==> src/rtl/io_bus_if.sv <==
// Processor-side I/O port of io_bus_controller: request/write qualifiers in,
// read data and the one-cycle completion pulse out.
interface io_bus_if;
  logic       io_req;
  logic       io_we;
  logic [7:0] io_addr;
  logic [7:0] io_wdata;
  logic [7:0] io_rdata;
  logic       io_done;

  modport master (
    output io_req, io_we, io_addr, io_wdata,
    input  io_rdata, io_done
  );

  modport slave (
    input  io_req, io_we, io_addr, io_wdata,
    output io_rdata, io_done
  );
endinterface

==> src/rtl/io_bus_controller.sv <==
// Sequences processor I/O onto the VGA-shared display memory, the PS/2 scan-code FIFO and control registers.
// Define IO_STARVE_GUARD_EN to let a processor access pre-empt VGA after STARVE_MAX waiting cycles.
module io_bus_controller #(
  parameter int DMEM_AW    = 12,
  parameter int KB_DEPTH   = 8,
  parameter int STARVE_MAX = 64
) (
  input  logic               clk,
  input  logic               rst,
  io_bus_if.slave            bus,
  input  logic               kb_valid,
  input  logic [7:0]         kb_code,
  input  logic               vga_fetch,
  input  logic [DMEM_AW-1:0] vga_addr,
  output logic [DMEM_AW-1:0] dmem_addr,
  output logic [7:0]         dmem_wdata,
  output logic               dmem_we,
  input  logic [7:0]         dmem_rdata,
  output logic [7:0]         cursor,
  output logic               vga_miss
);
  localparam int PW = DMEM_AW - 8;
  localparam int KW = $clog2(KB_DEPTH);

  typedef enum logic [1:0] {IDLE, MEM, RLAT, DONE} state_t;

  state_t        state_r;
  logic [7:0]    rdata_r;
  logic          done_r;
  logic [PW-1:0] page_r;
  logic [7:0]    cursor_r;
  logic [7:0]    fifo_mem_r [KB_DEPTH];
  logic [KW-1:0] wr_ptr_r;
  logic [KW-1:0] rd_ptr_r;
  logic [KW:0]   count_r;
  logic          overflow_r;

  logic          is_reg_s;
  logic          reg_acc_s;
  logic          empty_s;
  logic          full_s;
  logic          pop_s;
  logic          push_s;
  logic          grant_s;
  logic          mem_go_s;
  logic [7:0]    reg_rdata_s;

  assign is_reg_s  = (bus.io_addr >= 8'hF0);
  assign reg_acc_s = (state_r == IDLE) && bus.io_req && is_reg_s;
  assign empty_s   = (count_r == {(KW+1){1'b0}});
  assign full_s    = (count_r == (KW+1)'(KB_DEPTH));
  assign pop_s     = reg_acc_s && !bus.io_we && (bus.io_addr == 8'hF1) && !empty_s;
  // A full FIFO still accepts a code when the head leaves in the same cycle.
  assign push_s    = kb_valid && (!full_s || pop_s);

`ifdef IO_STARVE_GUARD_EN
  localparam int SW = $clog2(STARVE_MAX + 1);
  logic [SW-1:0] starve_r;
  logic          starve_force_s;

  assign starve_force_s = (state_r == MEM) && (starve_r >= SW'(STARVE_MAX));
  assign grant_s        = !vga_fetch || starve_force_s;
  assign vga_miss       = starve_force_s && vga_fetch;

  // Counts cycles the processor has waited in MEM behind VGA.
  always_ff @(posedge clk) begin
    if (rst) begin
      starve_r <= {SW{1'b0}};
    end else if ((state_r == MEM) && !grant_s) begin
      starve_r <= starve_r + SW'(1);
    end else begin
      starve_r <= {SW{1'b0}};
    end
  end
`else
  localparam int unused_starve_max = STARVE_MAX;
  assign grant_s  = !vga_fetch;
  assign vga_miss = 1'b0;
`endif

  assign mem_go_s   = (state_r == MEM) && grant_s;
  assign dmem_addr  = mem_go_s ? {page_r, bus.io_addr} : vga_addr;
  assign dmem_we    = mem_go_s && bus.io_we;
  assign dmem_wdata = bus.io_wdata;

  assign bus.io_rdata = rdata_r;
  assign bus.io_done  = done_r;
  assign cursor       = cursor_r;

  // Register-space read data for the current request address.
  always_comb begin
    reg_rdata_s = 8'h00;
    case (bus.io_addr)
      8'hF0:   reg_rdata_s = {6'b000000, overflow_r, !empty_s};
      8'hF1:   reg_rdata_s = empty_s ? 8'h00 : fifo_mem_r[rd_ptr_r];
      8'hF2:   reg_rdata_s = cursor_r;
      8'hF3:   reg_rdata_s = 8'(page_r);
      default: reg_rdata_s = 8'h00;
    endcase
  end

  // Access sequencer with registered read data, done pulse and control registers.
  always_ff @(posedge clk) begin
    if (rst) begin
      state_r  <= IDLE;
      done_r   <= 1'b0;
      rdata_r  <= 8'h00;
      page_r   <= {PW{1'b0}};
      cursor_r <= 8'h00;
    end else begin
      done_r <= 1'b0;
      case (state_r)
        IDLE: begin
          if (bus.io_req) begin
            if (is_reg_s) begin
              if (bus.io_we) begin
                case (bus.io_addr)
                  8'hF2:   cursor_r <= bus.io_wdata;
                  8'hF3:   page_r   <= bus.io_wdata[PW-1:0];
                  default: ;
                endcase
              end else begin
                rdata_r <= reg_rdata_s;
              end
              done_r  <= 1'b1;
              state_r <= DONE;
            end else begin
              state_r <= MEM;
            end
          end
        end
        MEM: begin
          if (grant_s) begin
            if (bus.io_we) begin
              done_r  <= 1'b1;
              state_r <= DONE;
            end else begin
              state_r <= RLAT;
            end
          end
        end
        RLAT: begin
          rdata_r <= dmem_rdata;
          done_r  <= 1'b1;
          state_r <= DONE;
        end
        DONE:    state_r <= IDLE;
        default: state_r <= IDLE;
      endcase
    end
  end

  // Scan-code FIFO pointers, occupancy and sticky overflow.
  always_ff @(posedge clk) begin
    if (rst) begin
      wr_ptr_r   <= {KW{1'b0}};
      rd_ptr_r   <= {KW{1'b0}};
      count_r    <= {(KW+1){1'b0}};
      overflow_r <= 1'b0;
    end else begin
      if (push_s) wr_ptr_r <= wr_ptr_r + KW'(1);
      if (pop_s)  rd_ptr_r <= rd_ptr_r + KW'(1);
      count_r <= count_r + {{KW{1'b0}}, push_s} - {{KW{1'b0}}, pop_s};
      if (kb_valid && !push_s) begin
        overflow_r <= 1'b1;
      end else if (reg_acc_s && bus.io_we && (bus.io_addr == 8'hF0)) begin
        overflow_r <= 1'b0;
      end
    end
  end

  // Scan-code storage; contents are don't-care until pushed.
  always_ff @(posedge clk) begin
    if (push_s) fifo_mem_r[wr_ptr_r] <= kb_code;
  end
endmodule

==> src/flat_wrapper.sv <==
// flat-port wrapper written by rule: the top's interface ports become plain ports
module io_bus_controller_flat 
#(
  parameter int DMEM_AW    = 12,
  parameter int KB_DEPTH   = 8,
  parameter int STARVE_MAX = 64
)
  (clk, rst, kb_valid, kb_code, vga_fetch, vga_addr, dmem_addr, dmem_wdata, dmem_we, dmem_rdata, cursor, vga_miss, bus_io_req, bus_io_we, bus_io_addr, bus_io_wdata, bus_io_rdata, bus_io_done);
  io_bus_if bus_i ();
  input  logic clk;
  input  logic rst;
  input  logic kb_valid;
  input  logic [7:0] kb_code;
  input  logic vga_fetch;
  input  logic [DMEM_AW-1:0] vga_addr;
  output logic [DMEM_AW-1:0] dmem_addr;
  output logic [7:0] dmem_wdata;
  output logic dmem_we;
  input  logic [7:0] dmem_rdata;
  output logic [7:0] cursor;
  output logic vga_miss;
  input wire logic [$bits(bus_i.io_req)-1:0] bus_io_req;
  input wire logic [$bits(bus_i.io_we)-1:0] bus_io_we;
  input wire logic [$bits(bus_i.io_addr)-1:0] bus_io_addr;
  input wire logic [$bits(bus_i.io_wdata)-1:0] bus_io_wdata;
  output wire logic [$bits(bus_i.io_rdata)-1:0] bus_io_rdata;
  output wire logic [$bits(bus_i.io_done)-1:0] bus_io_done;
  assign bus_i.io_req = bus_io_req;
  assign bus_i.io_we = bus_io_we;
  assign bus_i.io_addr = bus_io_addr;
  assign bus_i.io_wdata = bus_io_wdata;
  assign bus_io_rdata = bus_i.io_rdata;
  assign bus_io_done = bus_i.io_done;
  io_bus_controller #(.DMEM_AW(DMEM_AW), .KB_DEPTH(KB_DEPTH), .STARVE_MAX(STARVE_MAX)) u_core (.clk(clk), .rst(rst), .bus(bus_i), .kb_valid(kb_valid), .kb_code(kb_code), .vga_fetch(vga_fetch), .vga_addr(vga_addr), .dmem_addr(dmem_addr), .dmem_wdata(dmem_wdata), .dmem_we(dmem_we), .dmem_rdata(dmem_rdata), .cursor(cursor), .vga_miss(vga_miss));
endmodule
==> config.mk <==
export PLATFORM = sky130hd
export DESIGN_NAME = io_bus_controller_flat
export DESIGN_NICKNAME = d
export VERILOG_FILES = /design/src/rtl/io_bus_if.sv /design/src/rtl/io_bus_controller.sv /design/src/flat_wrapper.sv
export SDC_FILE = /design/constraint.sdc
export NUM_CORES = 1
export LEC_CHECK = 0
export CAP_MARGIN = 20
export CORE_MARGIN = 2
export CORE_UTILIZATION = 23
export DETAILED_ROUTE_END_ITERATION = 12
export PLACE_DENSITY = 0.53
export SLEW_MARGIN = 20
export SYNTH_ARGS = -nofsm -noshare
export SYNTH_HDL_FRONTEND = slang
export SYNTH_SLANG_ARGS = --single-unit
==> constraint.sdc <==
create_clock -name clk -period 3.1 [get_ports clk]
set_clock_uncertainty 0.15 [all_clocks]
set_input_delay 0.93 -clock clk [delete_from_list [all_inputs] [get_ports clk]]
set_output_delay 0.93 -clock clk [all_outputs]
set_load 0.05 [all_outputs]
==> out/results.ini <==
[cts]
cts_tree=built
numCtsBuffers=9
cts_hold_buffers=0
cts_buffer_depth=2
cts_num_sinks=101
clk_latency_ns=0.35
path_clk_slew_ns=0.07
cts_root_buf=clkbuf_16
h-tree-depth=3

[routing]
dr.pass1.iters=4
wl_per_cell_um=16.8
drt-vias-per-instance=4.47
drt_iter0_markers=150
antenna_left=0
via_count=3356
wl_mm=12.6
drcViolationCount=0

[yosys]
synth_edf_count=64
synth_common_cells=edfxtp_1, dfxtp_1, nor2_1
yosys_warnings=0
synthDistinctLibCells=54
dominantRegCellSynth=edfxtp_1
synth_nets=423
avgSynthCellArea_um2=13.3
ys_seq_area_share_pct=55.9
synthArstFlopShare_pct=0
synth_top_area_share_pct=40.3
synth_most_common_cell=edfxtp_1
ys_seq_elements=101
synthCells=359
syn_area_um2=4760
ys_top_cells_by_area=edfxtp_1, dfxtp_1, mux4_2
yosysTopAreaCell=edfxtp_1

[die]
num_rows=52
fp.dieArea_um2=21900
start_util_pct=23.5
fp.dieH_um=148
core_area_um2=20300
die_w_um=148
ios=89

[sta]
period_minus_slack_ns=3.04
period_share_pct=98.0
fin_tns_setup_ns=0
fmax_ghz=0.329
hold_viol_final=0
setup_violations=0
rsz0062_at_grt=no
holdWs_ns=0.343
setup_ws_ns=0.0610
worst_slew_pin_slew_ns=0.708
slew_violations=0
slew_headroom_pct=52.7

[finish]
area_growth_pct=39.9
diodes=0
final_cells=750
final_net_count=540
final_layout_size_suffix_gt1_share_pct=26.9
design_area_um2=6660
fin_util_pct=32.8

[placement]
port_buffers=87
dp_cells=733
placed_area_um2=6260
routabilityCongestion=0.768
hpwl_mm=9.29
pre_cts_slack_ns=-0.269

[min_path]
min-delay-path-class=reg -> reg

[power_and_ir_drop]
powerDensity_nw_per_um2=561
p_int_mw=2.58
p_sw_mw=1.16
vdd_drop_max_mv=0.305
p_leak_nw=2.40
sequentialPowerShare_pct=42.2
power_frac_comb_pct=29.4
pwr-share-clk_pct=28.4
p_sw_share_pct=30.9
power.total_mw=3.74

[setup_path]
worstPathMaxFanout=7
critPathLaunch=vga_fetch
start_kind=input pin
worst_ep_required_time_ns=2.02
reg2reg_depth=11
r2r_end=u_core.count_r[2]$_SDFF_PP0_
arrival_ns=1.96
setup.worst_path.end=dmem_addr[7]
endpoint_kind=primary output
r2r_start=u_core.count_r[2]$_SDFF_PP0_
crit_type=in -> out
reg2reg_slack_ns=0.43

[status]
status=completed

[global_routing]
grtUsageMet3_pct=3.18
grt_pass1_wl_mm=19.9
grt.met1_usage_pct=13.9
grt_usage_pct=11.9
grt_max_degree=26
busiest_layer=met2
grt_overflow=0
first_global_vias=3615
antenna_found_initial=0
global_route.usage.met2_pct=21.1

[flow_run]
drv_cap=0

## worst min path at each step
stage / from / end / slack, ns / cells past startpoint
floorplan: u_core.rd_ptr_r[2]$_SDFFE_PP0P_ / register / 0.30 / 2
global placement: u_core.overflow_r$_SDFFE_PP0P_ / u_core.overflow_r$_SDFFE_PP0P_ / 0.33 / 2
detailed placement: u_core.rd_ptr_r[2]$_SDFFE_PP0P_ / register / 0.33 / 2
CTS: u_core.overflow_r$_SDFFE_PP0P_ / u_core.overflow_r$_SDFFE_PP0P_ / 0.34 / 2
global route: u_core.overflow_r$_SDFFE_PP0P_ / u_core.overflow_r$_SDFFE_PP0P_ / 0.38 / 2
finish: u_core.overflow_r$_SDFFE_PP0P_ / u_core.overflow_r$_SDFFE_PP0P_ / 0.34 / 2
## what timing repair did
item	CTS	global route
pin swaps	0	1
endpoints found under the setup margin	13	11
gates resized for setup	33	3
cloned	1	0
buffers inserted	1	0
## layout make-up
cell class | count | area (um^2)
Timing Repair Buffer | 137 | 1420
Sequential cell | 101 | 2660
Clock inverter | 5 | 45.0
Inverter | 22 | 82.6
Multi-Input combinational cell | 205 | 1890
Clock buffer | 10 | 229
Tap cell | 270 | 338
Fill cell | 2049 | 13600
## cells in the final DEF, fill, tap and decap left out, drive strengths merged, types with 4 or more instances in the layout
master and n:
a211oi 4, clkbuf 10, mux4 16, o21bai 5, buf 71, nor2b 6
mux2i 17, nand3 16, a21oi 11, mux2 20, clkdlybuf4s50 64, nor3b 4
nand2b 4, nor4b 4, dfxtp 37, a221oi 11, edfxtp 64, inv 25
ha 13, nor2 24
## logic make-up after synthesis
| kind of cell | after synthesis | share of synthesized area, % |
|---|---|---|
| compound gates | 52 | 8.19 |
| fa+ha+maj | 14 | 3.83 |
| xor+xnor | 2 | 0.368 |
| flops | 101 | 55.9 |
| mux | 53 | 15.9 |
| other cells | 1 | 0.0787 |
| buf+inv | 53 | 5.30 |
| simple gates | 83 | 10.5 |
## state kept, by name (all words and copies together), names as in the netlist, named ones only
signal               cells
u_core.bus.io_done       1
u_core.bus.io_rdata      8
u_core.count_r           4
u_core.cursor            8
u_core.fifo_mem_r       64
u_core.overflow_r        1
u_core.page_r            4
u_core.rd_ptr_r          3
u_core.state_r           2
u_core.wr_ptr_r          3
## power by group through the flow
stage	Clock, mW	Sequential, mW	Combinational, mW
floorplan	0	1.64	0.605
global placement	0	1.60	1.00
detailed placement	0	1.61	1.02
CTS	1.10	1.58	1.11
global route	1.16	1.59	1.19
finish	1.06	1.58	1.10
## worst max-delay path, cell delays in order
cell             delay [ns]
clkdlybuf4s15_1        0.22
nor2b_4                0.16
buf_6                  0.17
mux2_4                 0.32
buf_8                  0.15
## metal layers
layer / part of all wire (%) / vias up
met5: 0 / -
met4: 2.0 / 0
met3: 6.1 / 21
met2: 49 / 103
met1: 42 / 1638
li1: - / 1594
No activity file was read; power rests on OpenSTA's default activity.
